[src/rtl/boss_bullet_unit.sv]
`default_nettype none
// ============================================================================
// Module      : boss_bullet_unit
// Description : Spawns, homes, collides and draws the boss's single 2x2 bullet
//               once per frame on request from the top-level draw FSM.
// Revision    : 1.0 - initial release
// ============================================================================
module boss_bullet_unit #(
    parameter int SCREEN_W = 160,
    parameter int SCREEN_H = 120,
    parameter int BOSS_W   = 16,
    parameter int BOSS_H   = 12,
    parameter int PLAYER_W = 10,
    parameter int PLAYER_H = 10,
    parameter int VY       = 2
) (
    input  logic       clock,
    input  logic       resetn,
    input  logic       start,
    input  logic [7:0] x_boss,
    input  logic [6:0] y_boss,
    input  logic [7:0] x_player,
    input  logic [6:0] y_player,
    output logic [7:0] x,
    output logic [6:0] y,
    output logic       plot,
    output logic       player_collision,
    output logic       done
);

    localparam logic [2:0] S_IDLE  = 3'd0;
    localparam logic [2:0] S_MOVE  = 3'd1;
    localparam logic [2:0] S_CHECK = 3'd2;
    localparam logic [2:0] S_DRAW  = 3'd3;
    localparam logic [2:0] S_DONE  = 3'd4;

    localparam logic [8:0] C_XMAX     = 9'(SCREEN_W - 2);
    localparam logic [8:0] C_YMAX     = 9'(SCREEN_H - 3);
    localparam logic [8:0] C_SPAWN_DX = 9'(BOSS_W / 2 - 1);
    localparam logic [8:0] C_SPAWN_DY = 9'(BOSS_H);
    localparam logic [8:0] C_TGT_DX   = 9'(PLAYER_W / 2 - 1);
    localparam logic [8:0] C_PW_M1    = 9'(PLAYER_W - 1);
    localparam logic [8:0] C_PH_M1    = 9'(PLAYER_H - 1);
    localparam logic [8:0] C_VY       = 9'(VY);

    logic [2:0] r_state;
    logic [7:0] r_bx;
    logic [6:0] r_by;
    logic       r_active;
    logic [1:0] r_cnt;
    logic [7:0] r_x;
    logic [6:0] r_y;
    logic       r_plot;
    logic       r_coll;
    logic       r_done;

    logic [8:0] w_sx9;
    logic [8:0] w_sy9;
    logic [8:0] w_tx9;
    logic [8:0] w_by9;
    logic [8:0] w_bx9;
    logic [8:0] w_cbx9;
    logic [8:0] w_cby9;
    logic [8:0] w_px9;
    logic [8:0] w_py9;
    logic       w_hit;

    // All spawn/move/hit arithmetic is done 9 bits wide so sums never wrap.
    always_comb begin
        w_sx9 = {1'b0, x_boss} + C_SPAWN_DX;
        if (w_sx9 > C_XMAX) begin
            w_sx9 = C_XMAX;
        end
        w_sy9 = {2'b00, y_boss} + C_SPAWN_DY;
        w_tx9 = {1'b0, x_player} + C_TGT_DX;
        w_by9 = {2'b00, r_by} + C_VY;
        w_bx9 = {1'b0, r_bx};
        if (w_bx9 < w_tx9) begin
            w_bx9 = w_bx9 + 9'd1;
        end else if (w_bx9 > w_tx9) begin
            w_bx9 = w_bx9 - 9'd1;
        end
        if (w_bx9 > C_XMAX) begin
            w_bx9 = C_XMAX;
        end
        w_cbx9 = {1'b0, r_bx};
        w_cby9 = {2'b00, r_by};
        w_px9  = {1'b0, x_player};
        w_py9  = {2'b00, y_player};
        w_hit  = r_active
              && (w_cbx9 + 9'd1 >= w_px9) && (w_cbx9 <= w_px9 + C_PW_M1)
              && (w_cby9 + 9'd1 >= w_py9) && (w_cby9 <= w_py9 + C_PH_M1);
    end

    always_ff @(posedge clock) begin
        if (!resetn) begin
            r_state  <= S_IDLE;
            r_bx     <= 8'd0;
            r_by     <= 7'd0;
            r_active <= 1'b0;
            r_cnt    <= 2'd0;
            r_x      <= 8'd0;
            r_y      <= 7'd0;
            r_plot   <= 1'b0;
            r_coll   <= 1'b0;
            r_done   <= 1'b0;
        end else begin
            r_plot <= 1'b0;
            r_coll <= 1'b0;
            case (r_state)
                S_IDLE: begin
                    r_done <= 1'b0;
                    if (start) begin
                        r_state <= S_MOVE;
                    end
                end
                S_MOVE: begin
                    r_done <= 1'b0;
                    if (!r_active) begin
                        if (w_sy9 <= C_YMAX) begin
                            r_bx     <= 8'(w_sx9);
                            r_by     <= 7'(w_sy9);
                            r_active <= 1'b1;
                        end
                    end else if (w_by9 > C_YMAX) begin
                        r_active <= 1'b0;
                    end else begin
                        r_by <= 7'(w_by9);
                        r_bx <= 8'(w_bx9);
                    end
                    r_state <= S_CHECK;
                end
                S_CHECK: begin
                    if (w_hit) begin
                        r_active <= 1'b0;
                        r_coll   <= 1'b1;
                        r_state  <= S_DONE;
                    end else if (r_active) begin
                        r_cnt   <= 2'd0;
                        r_state <= S_DRAW;
                    end else begin
                        r_state <= S_DONE;
                    end
                end
                S_DRAW: begin
                    r_plot <= 1'b1;
                    r_x    <= r_bx + {7'd0, r_cnt[0]};
                    r_y    <= r_by + {6'd0, r_cnt[1]};
                    r_cnt  <= r_cnt + 2'd1;
                    if (r_cnt == 2'd3) begin
                        r_state <= S_DONE;
                    end
                end
                S_DONE: begin
                    r_done <= 1'b1;
                    if (!start) begin
                        r_state <= S_IDLE;
                    end
                end
                default: begin
                    r_state <= S_IDLE;
                end
            endcase
        end
    end

    assign x                = r_x;
    assign y                = r_y;
    assign plot             = r_plot;
    assign player_collision = r_coll;
    assign done             = r_done;

endmodule
`default_nettype wire

[config.mk]
export PLATFORM = sky130hd
export DESIGN_NAME = boss_bullet_unit
export DESIGN_NICKNAME = d
export VERILOG_FILES = /design/src/rtl/boss_bullet_unit.sv
export SDC_FILE = /design/constraint.sdc
export NUM_CORES = 1
export LEC_CHECK = 0
export ABC_AREA = 1
export CORE_ASPECT_RATIO = 0.75
export CORE_MARGIN = 5
export CORE_UTILIZATION = 43
export DETAILED_ROUTE_END_ITERATION = 8
export HOLD_SLACK_MARGIN = 0.02
export PLACE_DENSITY = 0.61
export SLEW_MARGIN = 15
export SYNTH_ARGS = -nofsm -noshare
export SYNTH_HDL_FRONTEND = slang
export SYNTH_SLANG_ARGS = --single-unit
[constraint.sdc]
create_clock -name clock -period 6.7 [get_ports clock]
set_input_delay 0.67 -clock clock [delete_from_list [all_inputs] [get_ports clock]]
set_output_delay 0.67 -clock clock [all_outputs]
set_load 0.1 [all_outputs]
Yosys cells after proc, flatten, opt, wreduce, memory -nomap -nowiden
Index checks and enable logic that the tools add are counted.
{"block": "totals", "register_bits": 39, "out_inout_bits": 18, "in_bits": 33}
{"block": "op_classes", "n_reduce_logical": 15, "addsub": 12, "mux": 27, "magnitude_cmp": 10, "eq_ne": 12}
{"operator": "$mux 8", "n": 5}
{"operator": "$mux 7", "n": 3}
{"operator": "$add 8x3->9 const B", "n": 2}
{"operator": "$gt 9x8->1 const B", "n": 2}
{"operator": "$mux 9", "n": 2}
{"operator": "$add 7x4->8 const B", "n": 2}
{"operator": "$mux 3", "n": 5}
{"operator": "$pmux 3 s5", "n": 1}
{"operator": "$ne 2x2->1 const B", "n": 7}
{"operator": "$add 8x1->9 const B", "n": 1}
{"operator": "$add 8x4->9 const B", "n": 1}
{"operator": "$ge 9x8->1", "n": 1}
{"operator": "$gt 8x9->1", "n": 1}
{"operator": "$le 8x9->1", "n": 1}
{"operator": "$lt 8x9->1", "n": 1}
{"operator": "$reduce_and 3->1", "n": 3}
{"operator": "$sub 8x1->9 const B", "n": 1}
{"operator": "$add 7x1->8 const B", "n": 1}
{"operator": "$add 7x2->8 const B", "n": 1}
{"operator": "$add 8x1->8", "n": 1}
{"operator": "$ge 8x7->1", "n": 1}
{"operator": "$gt 8x7->1 const B", "n": 1}
{"operator": "$le 7x8->1", "n": 1}
{"operator": "$le 8x7->1 const B", "n": 1}
{"operator": "other kinds (15)", "n": 30}

Depth between registers and ports, before layout
Gate-level depths: netlist (run 1).
{"block": "depth", "word_depth": 8, "mapped_depth": 21, "ltp_nobuf": 21}

Worst setup path after synthesis (run 1)
No wires, ideal clock.
{"block": "synth_path", "path_kind": "in2reg", "from": "input port x_player[2]", "to": "register r_bx[1]", "setup_time_ns": 0.122, "t_arrival_ns": 2.549, "n_path_buf": 1, "path_slack_ns": 4.029, "stages": 17, "required_time_ns": 6.578, "path_cell_list": "ha_1 > nand3_1 > xor2_1 > ha_1 > nand2_1 > nor2_1 > nand3_2 > buf_6 > nand4_1 > xor2_1 > nand2_1 > o21ai_0 > nand3_1 > nand2_2 > nand2_1 > nand2_1 > a21oi_2"}
{"block": "synth_via", "elab_chain_len": 8, "elab_cells_between_ends": 9, "cone_classes": "add/sub (1); order compare (3); mux (5)"}
{"element": "from (decl)", "line": "22", "rtl": "input logic [7:0] x_player,"}
{"element": "$add 8x3->9 (*)", "line": "75", "rtl": "w_tx9 = {1'b0, x_player} + C_TGT_DX;"}
{"element": "$gt 8x9->1", "line": "80", "rtl": "end else if (w_bx9 > w_tx9) begin"}
{"element": "$mux 9", "line": "80"}
{"element": "$mux 9 (*)", "line": "78", "rtl": "if (w_bx9 < w_tx9) begin"}
{"element": "$gt 9x8->1", "line": "83", "rtl": "if (w_bx9 > C_XMAX) begin"}
{"element": "$mux 8 (*)", "line": "83"}
{"element": "$mux 8 (*)", "line": "125", "rtl": "end else if (w_by9 > C_YMAX) begin"}
{"element": "$mux 8 (*)", "line": "119", "rtl": "if (!r_active) begin"}
{"element": "to (signal assigned)", "line": "121", "rtl": "r_bx <= 8'(w_sx9);"}
{"element": "to (signal assigned)", "line": "129", "rtl": "r_bx <= 8'(w_bx9);"}
{"element": "to (decl)", "line": "47", "rtl": "logic [7:0] r_bx;"}
Mark *: on every way between the ends. The rest lies on a longest branch, timed or not. The select of a mux whose other input is x is not followed.
A chain may end at the register's enable or synchronous reset.

Worst setup path in the final report (run 1)
{"block": "layout_path", "from": "input port x_player[2]", "to": "register r_bx[3]"}
The elaborated chain is that of the path after synthesis.

==> results of run 1 <==
[metal layers]
metal,vias up,wire [um],GRT usage
met5,-,0,0
met1,1836,6247,0.3195
met3,12,705,0.03593
met4,0,111,0.04194
li1,2140,-,-
met2,96,4218,0.2742
[sequential cells by signal (all words and copies together) (netlist names)]
register / count
r_cnt: 2
x: 8
plot: 1
player_collision: 1
r_by: 7
r_bx: 8
y: 7
r_active: 1
done: 1
r_state: 3
[worst max-delay path, stage by stage]
cell and delay (ns):
clkdlybuf4s50_1 0.63, nand3_1 0.17, nor3_1 0.21, xor2_1 0.13
ha_1 0.37, nand2_1 0.08, nor2_1 0.15, nand3_2 0.22
nand2_1 0.19, nor2_2 0.05, nand2_1 0.09, nand2_1 0.05
nand2_1 0.05, nand2_1 0.06, nor2_1 0.10, nand3_1 0.10
nand2_2 0.14, nand2_1 0.07, nand2_1 0.07, a21oi_2 0.05
[power breakdown]
part / total, uW / internal (uW) / switching (uW)
Combinational: 940 / 333 / 607
Clock: 313 / 214 / 99.1
Sequential: 433 / 288 / 145
[worst max path at each step]
| stage | to | depth (start not counted) | from |
|---|---|---|---|
| after global routing | r_bx[3] | 20 | x_player[2] |
| after global placement | r_bx[2] | 20 | x_player[2] |
| after floorplan | r_bx[1] | 17 | x_player[2] |
| after CTS | r_bx[2] | 20 | x_player[2] |
| final | r_bx[3] | 20 | x_player[2] |
| after detailed placement | r_bx[2] | 20 | x_player[2] |
[through the flow]
step / util / worst slack [ns] / total power [uW] / cell area, sq um
final: 0.5294 / 3.211 / 1686 / 4868
after global routing: 0.5294 / 2.905 / 1836 / 4868
after CTS: 0.5294 / 3.270 / 1674 / 4868
after detailed placement: 0.5088 / 2.973 / 1354 / 4679
after global placement: 0.5088 / 3.057 / 1350 / 4679
after floorplan: - / 4.029 / 1120 / 4105
[final cells by class]
| class | instances | share of cell area |
|---|---|---|
| clock buffer | 6 | 0.02647 |
| timing repair buffer | 51 | 0.1043 |
| clock inverter | 2 | 0.01234 |
| tap | 128 | 0.03290 |
| sequential | 39 | 0.1604 |
| inverter | 83 | 0.06399 |
| multi-input combinational | 491 | 0.5996 |
[Yosys cell counts (2+ instances only)]
| library cell | instances | area [sq um] |
|---|---|---|
| a211oi_1 | 2 | 15.01 |
| a21o_1 | 3 | 22.52 |
| a21oi_1 | 34 | 170.2 |
| a21oi_2 | 7 | 61.31 |
| a31oi_1 | 3 | 18.77 |
| buf_2 | 2 | 10.01 |
| buf_4 | 3 | 22.52 |
| buf_6 | 3 | 33.78 |
| clkbuf_1 | 5 | 18.77 |
| dfxtp_1 | 39 | 780.8 |
| ha_1 | 56 | 700.7 |
| inv_1 | 80 | 300.3 |
| inv_2 | 2 | 7.510 |
| nand2_1 | 148 | 555.5 |
| nand2_2 | 8 | 50.05 |
| nand3_1 | 37 | 185.2 |
| nand3_2 | 2 | 20.02 |
| nand3b_1 | 3 | 22.52 |
| nand4_1 | 9 | 56.30 |
| nor2_1 | 66 | 247.7 |
| nor2_2 | 3 | 18.77 |
| nor3_1 | 8 | 40.04 |
| o211ai_1 | 2 | 15.01 |
| o21a_1 | 2 | 15.01 |
| o21ai_0 | 32 | 160.2 |
| o21ai_1 | 6 | 30.03 |
| o21ai_2 | 2 | 17.52 |
| o221ai_1 | 4 | 35.03 |
| or2_2 | 2 | 12.51 |
| xnor2_1 | 7 | 61.31 |
| xor2_1 | 35 | 306.5 |
[cell families (layout without fill, tap and decap cells)]
family,count (synthesis),in the layout
AND/OR/NAND/NOR,291,291
AO/OA/AOI/OAI,102,102
adder cells (fa/ha/maj),56,56
flip-flops,39,39
XOR/XNOR,42,42
buffers and inverters,98,142
==> flow_summary.json, run 1 <==
{
  "run_status": "complete, no violations",
  "clockBufferDepth": 2,
  "yosys-mux-area-fraction": 0,
  "endpoint_kind": "flip-flop",
  "grt_pass1_vias": 3730,
  "finClkSkew_ns": 0.003626,
  "synth_edf_count": 0,
  "cts_htree_levels": 2,
  "grt_pass1_wl_um": 18460,
  "path_class": "in2reg",
  "die_w_um": 122.8,
  "synth_top_family_by_area": "simple AND/OR/NAND/NOR gates",
  "layout.cells.non_filler": 800,
  "fin_crit_ns": 3.489,
  "ys.flop_type": "dfxtp_1",
  "final_cell_mix": "nand2_1 (148), inv_1 (80), nor2_1 (66)",
  "cts-resized-gates": 0,
  "tritoncts": "done",
  "start_util": 0.4464,
  "multiInputGateArea_sq_um": 2919,
  "hold_slack_ns": 0.4977,
  "min_path_type": "reg2reg",
  "p_per_area_nw_per_um2": 346.3,
  "synthXorXnorAreaFrac": 0.08961,
  "relSlewSlack": 0.3478,
  "hold_viol_final": 0,
  "ant_nets": 0,
  "num_rows": 30,
  "clk_pin_slew_ns": 0.06,
  "synthSimpleGateAreaFrac": 0.3036,
  "final-seq-area_sq_um": 780.7,
  "cp.required_ns": 6.87,
  "worstPathMaxFanout": 11,
  "fmax_mhz": 286.6,
  "drt-total-wl_um": 11280,
  "ff2ff_path_depth": 19,
  "die_y_um": 94.62,
  "hold_depth": 2,
  "dieArea_sq_um": 11620,
  "root_buffer": "clkbuf_16",
  "hpwl_um": 8957,
  "fillers": 930,
  "yosysSeqAreaShare": 0.1902,
  "dp_cells": 792,
  "grt_usage": 0.2007,
  "holdCritStartpoint": "x[2]",
  "via_count": 4084,
  "setup_tns_ns": 0,
  "layout-drive-gt1-share": 0.05208,
  "clk_latency_ns": 0.29,
  "synth_warnings": 0,
  "yosysUniqueCellTypes": 44,
  "io_buffers": 50,
  "regToRegSetupSlack_ns": 3.57,
  "gp_congestion": 0.9726,
  "dr.first_iter.drc_count": 253,
  "r2r_start": "r_bx[2]",
  "pin_count": 51,
  "synthAdderAreaFrac": 0.1707,
  "wire_per_inst_um": 14.10,
  "final_common_cell": "nand2_1",
  "overflow": 0,
  "cp-start-kind": "input port",
  "cts_buffers": 5,
  "crit_arrival_ns": 3.66,
  "antenna_found_initial": 0,
  "maxCapViolations": 0,
  "syn_inst": 628,
  "cts_hold_buf": 0,
  "synth_compound_area_frac": 0.1472,
  "synth_area_sq_um": 4105,
  "hold_path_end": "x[2]",
  "rsz0062_at_grt": "false",
  "setup_viol": 0,
  "reg2reg_to": "r_state[2]",
  "cts_sinks": 39,
  "synthArstFlopShare": 0,
  "syn2layout_area_growth_pct": 18.59,
  "avgViaCountPerCell": 5.105,
  "p_leak_uw": 0.002413,
  "dr.pass1.iters": 4,
  "syn-num-nets": 717,
  "ys_ff_latch": 39,
  "nNetsFinal": 760,
  "peakVddDrop_v": 0.0001463,
  "finalMaxSlewViolations": 0,
  "postCtsSetupBuffers": 0,
  "grt_max_degree": 27,
  "core-area_sq_um": 9196,
  "worstMarginPinSlew_ns": 0.9752,
  "postSynthAreaPerCell_sq_um": 6.537,
  "period_share": 0.5208,
  "drcViolationCount": 0,
  "diodes": 0
}
No activity file was read; power rests on OpenSTA's default activity.
==> run 2, diff against run 1 <==
--- a/config.mk
+++ b/config.mk
@@ -11,7 +11,7 @@
 export CORE_UTILIZATION = 43
 export DETAILED_ROUTE_END_ITERATION = 8
 export HOLD_SLACK_MARGIN = 0.02
-export PLACE_DENSITY = 0.61
+export PLACE_DENSITY = 0.64
 export SLEW_MARGIN = 15
 export SYNTH_ARGS = -nofsm -noshare
 export SYNTH_HDL_FRONTEND = slang
==> constraint.sdc (replaced) <==
create_clock -name clock -period 3 [get_ports clock]
set_input_delay 0.3 -clock clock [delete_from_list [all_inputs] [get_ports clock]]
set_output_delay 0.3 -clock clock [all_outputs]
set_load 0.1 [all_outputs]
==> run 2 against run 1 <==
  * Wire length increased by 3.6%
  * Cell count increased by 4.8%
  * Critical path depth decreased by 2
  * Sequential cell count unchanged
  * Final area increased by 4.9%
  * First-iteration DRC count increased by 30%
  * Power increased by 120%
  * Via count increased by 4.7%
  * Sequential power increased by 88%
  * Die area unchanged
  * Worst setup slack got worse by 2.9 ns
  * Non-clock buffer count increased by 37
  * Critical path type unchanged
  * Critical endpoint is now r_bx[1]
  * Largest power group unchanged
  * Highest routed layer unchanged
==> flow_summary.json, run 2 (same netlist as run 1, synthesis figures left out) <==
{
  "grt_pass1_wl_um": 19070,
  "clkPwrFrac": 0.135,
  "root_buffer": "clkbuf_16",
  "diodes": 0,
  "dr.first_iter.drc_count": 328,
  "fin_crit_ns": 2.734,
  "gp_congestion": 0.8998,
  "final_core_util": 0.5554,
  "grt_max_degree": 27,
  "top_layer_used": "met4",
  "grt_usage": 0.2050,
  "cts_htree_levels": 2,
  "max_stage_delay_ns": 0.52,
  "nNetsFinal": 798,
  "worstPathMaxFanout": 8,
  "drcViolationCount": 0,
  "hold_viol_final": 0,
  "crit_arrival_ns": 2.89,
  "cts_buffers": 5,
  "cp_top_family": "simple AND/OR/NAND/NOR gates",
  "num_rows": 30,
  "r2r_start": "r_bx[0]",
  "tritoncts": "done",
  "drt-total-wl_um": 11690,
  "min_path_type": "reg2reg",
  "ant_nets": 0,
  "met2WireLength_um": 4300,
  "worstMarginPinSlew_ns": 0.9633,
  "cts_hold_buf": 0,
  "cp_num_buf_inv": 2,
  "holdCritStartpoint": "r_cnt[1]",
  "clk_pin_slew_ns": 0.06,
  "die_w_um": 122.8,
  "dieArea_sq_um": 11620,
  "finalMaxSlewViolations": 0,
  "met3_wirelength_um": 880,
  "period_share": 0.9113,
  "layout_setup_ws_ns": 0.2662,
  "p_per_area_nw_per_um2": 741.0,
  "core-area_sq_um": 9196,
  "io_buffers": 50,
  "cp.required_ns": 3.16,
  "endpoint_kind": "flip-flop",
  "overflow": 0,
  "layout-drive-gt1-share": 0.1408,
  "setup_tns_ns": 0,
  "intPower_uw": 1837,
  "start_util": 0.4464,
  "p_total_uw": 3785,
  "final_cell_mix": "nand2_1 (147), inv_1 (80), nor2_1 (63)",
  "fmax_mhz": 365.8,
  "finClkSkew_ns": 0.004189,
  "postLayoutCellArea_sq_um": 5107,
  "antenna_found_initial": 0,
  "hold_path_end": "r_cnt[1]",
  "p_sw_frac": 0.5146,
  "die_y_um": 94.62,
  "crit_slowest_cell": "clkdlybuf4s50_1",
  "hpwl_um": 9386,
  "p_comb_frac": 0.649,
  "dr.pass1.iters": 5,
  "dp_slack_ns": -0.1069,
  "cts_sinks": 39,
  "pwr-share-seq": 0.215,
  "setup_viol": 0,
  "timing.critical_path.mode_cell": "nand2_1",
  "wire_per_inst_um": 13.95,
  "cp-start-kind": "input port",
  "m1WireLength_um": 6450,
  "relSlewSlack": 0.3558,
  "regToRegSetupSlack_ns": 0.30,
  "run_status": "complete, no violations",
  "pin_count": 51,
  "rsz0062_at_grt": "false",
  "dpl_cell_area_sq_um": 4907,
  "maxCapViolations": 0,
  "path_cells": "clkdlybuf4s50_1, nand3_1, nor3_2, xor2_1, ha_1, buf_4, a21oi_1, nand2_1, nand2_2, nand2_1, nand2_1, nand2_1, a21oi_1, nand2_1, nand2_2, nand2_1, nand2_1, a21oi_2",
  "grt_pass1_vias": 3916,
  "via_count": 4274,
  "power.switching_uw": 1947,
  "peakVddDrop_v": 0.0002954,
  "clk_latency_ns": 0.28,
  "ff2ff_path_depth": 17,
  "syn2layout_area_growth_pct": 24.41,
  "path_class": "in2reg",
  "clockBufferDepth": 2,
  "p_leak_uw": 0.002635,
  "reg2reg_to": "r_state[2]",
  "final_common_cell": "nand2_1",
  "avgViaCountPerCell": 5.100,
  "hold_depth": 2
}
-- run 2: power groups by stage --
stage / combinational [uW] / clock [uW] / sequential [uW]
final: 2460 / 512 / 815
after global routing: 2770 / 544 / 830
after CTS: 2410 / 523 / 807
after detailed placement: 2390 / 0 / 817
after global placement: 2380 / 0 / 816
after floorplan: 1520 / 0 / 980
-- run 2: worst max-delay path by stage --
stage / end / start / depth (start not counted)
after floorplan: r_state[2] / r_bx[2] / 20
after global placement: r_state[2] / x_player[2] / 21
after detailed placement: r_bx[3] / x_player[2] / 19
after CTS: r_bx[3] / x_player[2] / 19
after global routing: r_state[2] / r_bx[0] / 17
final: r_bx[1] / x_player[4] / 18
-- run 2: per-layer routing --
| layer | up-vias | global-route usage |
|---|---|---|
| met5 | - | 0 |
| met4 | 0 | 0.02516 |
| met3 | 7 | 0.04431 |
| met2 | 130 | 0.2815 |
| met1 | 1920 | 0.3275 |
| li1 | 2217 | - |
-- run 2: worst min-delay path: cells and delay by family (launching register included) --
family | cells | cell delay (ns)
simple gates | 2 | 0.12
flops | 1 | 0.33
-- run 2: through the flow --
| stage | hold slack, ns | cells |
|---|---|---|
| after global routing | 0.5248 | 838 |
| after floorplan | 0.4383 | 628 |
| final | 0.4945 | 838 |
| after CTS | 0.4923 | 836 |
| after global placement | 0.4805 | 828 |
| after detailed placement | 0.4845 | 828 |
-- run 2: timing repair --
action / 4_1_cts / 5_1_grt
buffers inserted: 0 / 1
gates resized for setup: 0 / 14
endpoints found under the setup margin: 0 / 12
endpoints found under the hold margin: 0 / 0
-- run 2: area by class of cell --
| cell class | instances | area [sq um] |
|---|---|---|
| sequential | 39 | 783.3 |
| tap | 128 | 160.2 |
| clock inverter | 2 | 12.51 |
| clock buffer | 6 | 128.9 |
| fill | 894 | 4089 |
| multi-input combinational | 492 | 2960 |
| inverter | 83 | 311.5 |
| timing repair buffer | 88 | 750.7 |
==> run 3, diff against run 2 <==
==> constraint.sdc (replaced) <==
create_clock -name clock -period 2.3 [get_ports clock]
set_input_delay 0.23 -clock clock [delete_from_list [all_inputs] [get_ports clock]]
set_output_delay 0.23 -clock clock [all_outputs]
set_load 0.1 [all_outputs]
==> run 3 against run 2 <==
  * The run now ends with setup timing left
  * Die area is the same
  * Power grew 75%
  * Wire length grew 27%
  * Non-clock buffer count grew 100
  * Via count grew 16%
  * Critical path depth shrank 1
  * Global-route usage grew 3.2 points
==> flow_summary.json, run 3 (same netlist as run 1, synthesis figures left out) <==
{
  "run_status": "finished with violations",
  "violations": "setup timing",
  "io_buffers": 50,
  "timing.critical_path.mode_cell": "nand2_1",
  "finalMaxSlewViolations": 0,
  "die_y_um": 94.62,
  "relSlewSlack": 0.5815,
  "fmax_mhz": 385.2,
  "max_stage_delay_ns": 0.40,
  "drcViolationCount": 0,
  "grt_max_degree": 26,
  "clk_pin_slew_ns": 0.06,
  "dp_cells": 905,
  "die_w_um": 122.8,
  "final_core_util": 0.7000,
  "crit_slowest_cell": "dfxtp_4",
  "pwr-share-seq": 0.160,
  "hold_slack_ns": 0.4951,
  "p_sw_frac": 0.4919,
  "dr.first_iter.drc_count": 463,
  "peakVddDrop_v": 0.0004770,
  "setup_viol": 15,
  "clk_latency_ns": 0.29,
  "tritoncts": "done",
  "setup_tns_ns": -2.752,
  "layout-drive-gt1-share": 0.3630,
  "cp-start-kind": "flip-flop",
  "maxCapViolations": 0,
  "path_cells": "ha_4, nand3_4, xor2_2, inv_1, ha_1, nand2_1, o21a_1, nor2_1, nor2_1, nand3_2, nand2_2, nor2_4, nand2_2, nand3_1, nand2_1, nand2_1, a21oi_1",
  "hpwl_um": 10150,
  "root_buffer": "clkbuf_16",
  "core-area_sq_um": 9196,
  "intPower_uw": 3359,
  "layout.cells.non_filler": 938,
  "worstMarginPinSlew_ns": 0.6271,
  "grt_pass1_wl_um": 22050,
  "clockBufferDepth": 2,
  "nNetsFinal": 898,
  "fin_crit_ns": 2.596,
  "cp.required_ns": 2.44,
  "start_util": 0.4464,
  "grt_usage": 0.2369,
  "ant_nets": 0,
  "layout_setup_ws_ns": -0.2959,
  "dieArea_sq_um": 11620,
  "p_comb_frac": 0.735,
  "p_leak_uw": 0.003205,
  "crit_arrival_ns": 2.74,
  "num_rows": 30,
  "worstPathMaxFanout": 4,
  "power.switching_uw": 3252,
  "antenna_found_initial": 0,
  "endpoint_kind": "flip-flop",
  "syn2layout_area_growth_pct": 56.81,
  "final_common_cell": "buf_4",
  "clkPwrFrac": 0.105,
  "p_per_area_nw_per_um2": 1027,
  "rsz0062_at_grt": "true",
  "path_class": "reg2reg",
  "cts_htree_levels": 2,
  "finClkSkew_ns": 0.004652,
  "overflow": 0,
  "cts_buffers": 5,
  "period_share": 1.129,
  "cts_sinks": 39,
  "grt_pass1_vias": 4543,
  "dr.pass1.iters": 5,
  "wire_per_inst_um": 15.84,
  "via_count": 4961,
  "min_path_type": "reg2reg",
  "final_cell_mix": "buf_4 (146), nand2_1 (117), inv_1 (73)",
  "hold_viol_final": 0,
  "diodes": 0,
  "avgViaCountPerCell": 5.289,
  "pin_count": 51,
  "gp_congestion": 0.9369,
  "drt-total-wl_um": 14860
}
run 3: cell count changes in the layout (fill, tap and decap cells not counted), sizes merged:
cell,change
buf,+103
clkdlybuf4s50,-8
dlygate4sd2,+5
dlymetal6s2s,-3
clkbuf,+1
clkdlybuf4s15,+1
clkinvlp,+1
run 3: final cells by class:
class	count	area, sq um
multi-input cells	492	3496
inverters	83	316.6
flip-flops and latches	39	793.3
well taps	128	160.2
clock buffers	5	125.1
clock inverters	3	20.02
fillers	686	2759
repair buffers	188	1526
run 3: what timing repair did:
action | in CTS | in global routing
hold buffers | 0 | 0
setup endpoints to repair | 15 | 18
pin swaps | 54 | 36
buffers inserted | 21 | 5
cloned | 1 | 0
hold endpoints to repair | 0 | 0
gates resized for setup | 93 | 68
run 3: worst paths after layout:
| kind | startpoint | endpoint | cells after the start | slack [ns] |
|---|---|---|---|---|
| setup / recovery | r_bx[1] | r_state[0] | 17 | -0.30 |
| hold / removal | done | done | 2 | 0.50 |
| setup reg to reg | r_bx[1] | r_state[0] | 17 | -0.30 |
| hold reg to reg | done | done | 2 | 0.50 |
run 3: worst max-delay path, delay by kind of cell (launching register included):
family / cells / cell delay [ns]
DFF: 1 / 0.40
AOI/OAI and AO/OA: 2 / 0.26
adders and majority gates: 2 / 0.49
and+or+nand+nor: 11 / 1.02
xor gates and xnor gates: 1 / 0.21
buffers and inverters: 1 / 0.08
run 3: power groups by stage:
| stage | Clock, uW | Sequential (uW) | Combinational (uW) |
|---|---|---|---|
| global placement | 0 | 1010 | 3690 |
| CTS | 686 | 1030 | 4210 |
| detailed placement | 0 | 1020 | 3740 |
| floorplan | 0 | 1280 | 1990 |
| finish | 695 | 1060 | 4860 |
| global route | 731 | 1080 | 5240 |
run 3: through the flow:
step / area, sq um / total power, uW / setup slack (ns)
after floorplan: 4123 / 3279 / -0.08635
after global placement: 5497 / 4698 / -0.7172
after detailed placement: 5497 / 4759 / -0.7584
after CTS: 6078 / 5927 / -0.09756
after global routing: 6437 / 7047 / -0.4276
final: 6437 / 6611 / -0.2959
run 3: layer usage:
layer	global-route usage	share of wire	up-vias
li1	-	-	2425
met1	0.3489	0.45	2291
met2	0.3638	0.45	221
met3	0.04012	0.089	24
met4	0.04380	0.013	0
met5	0	0	-
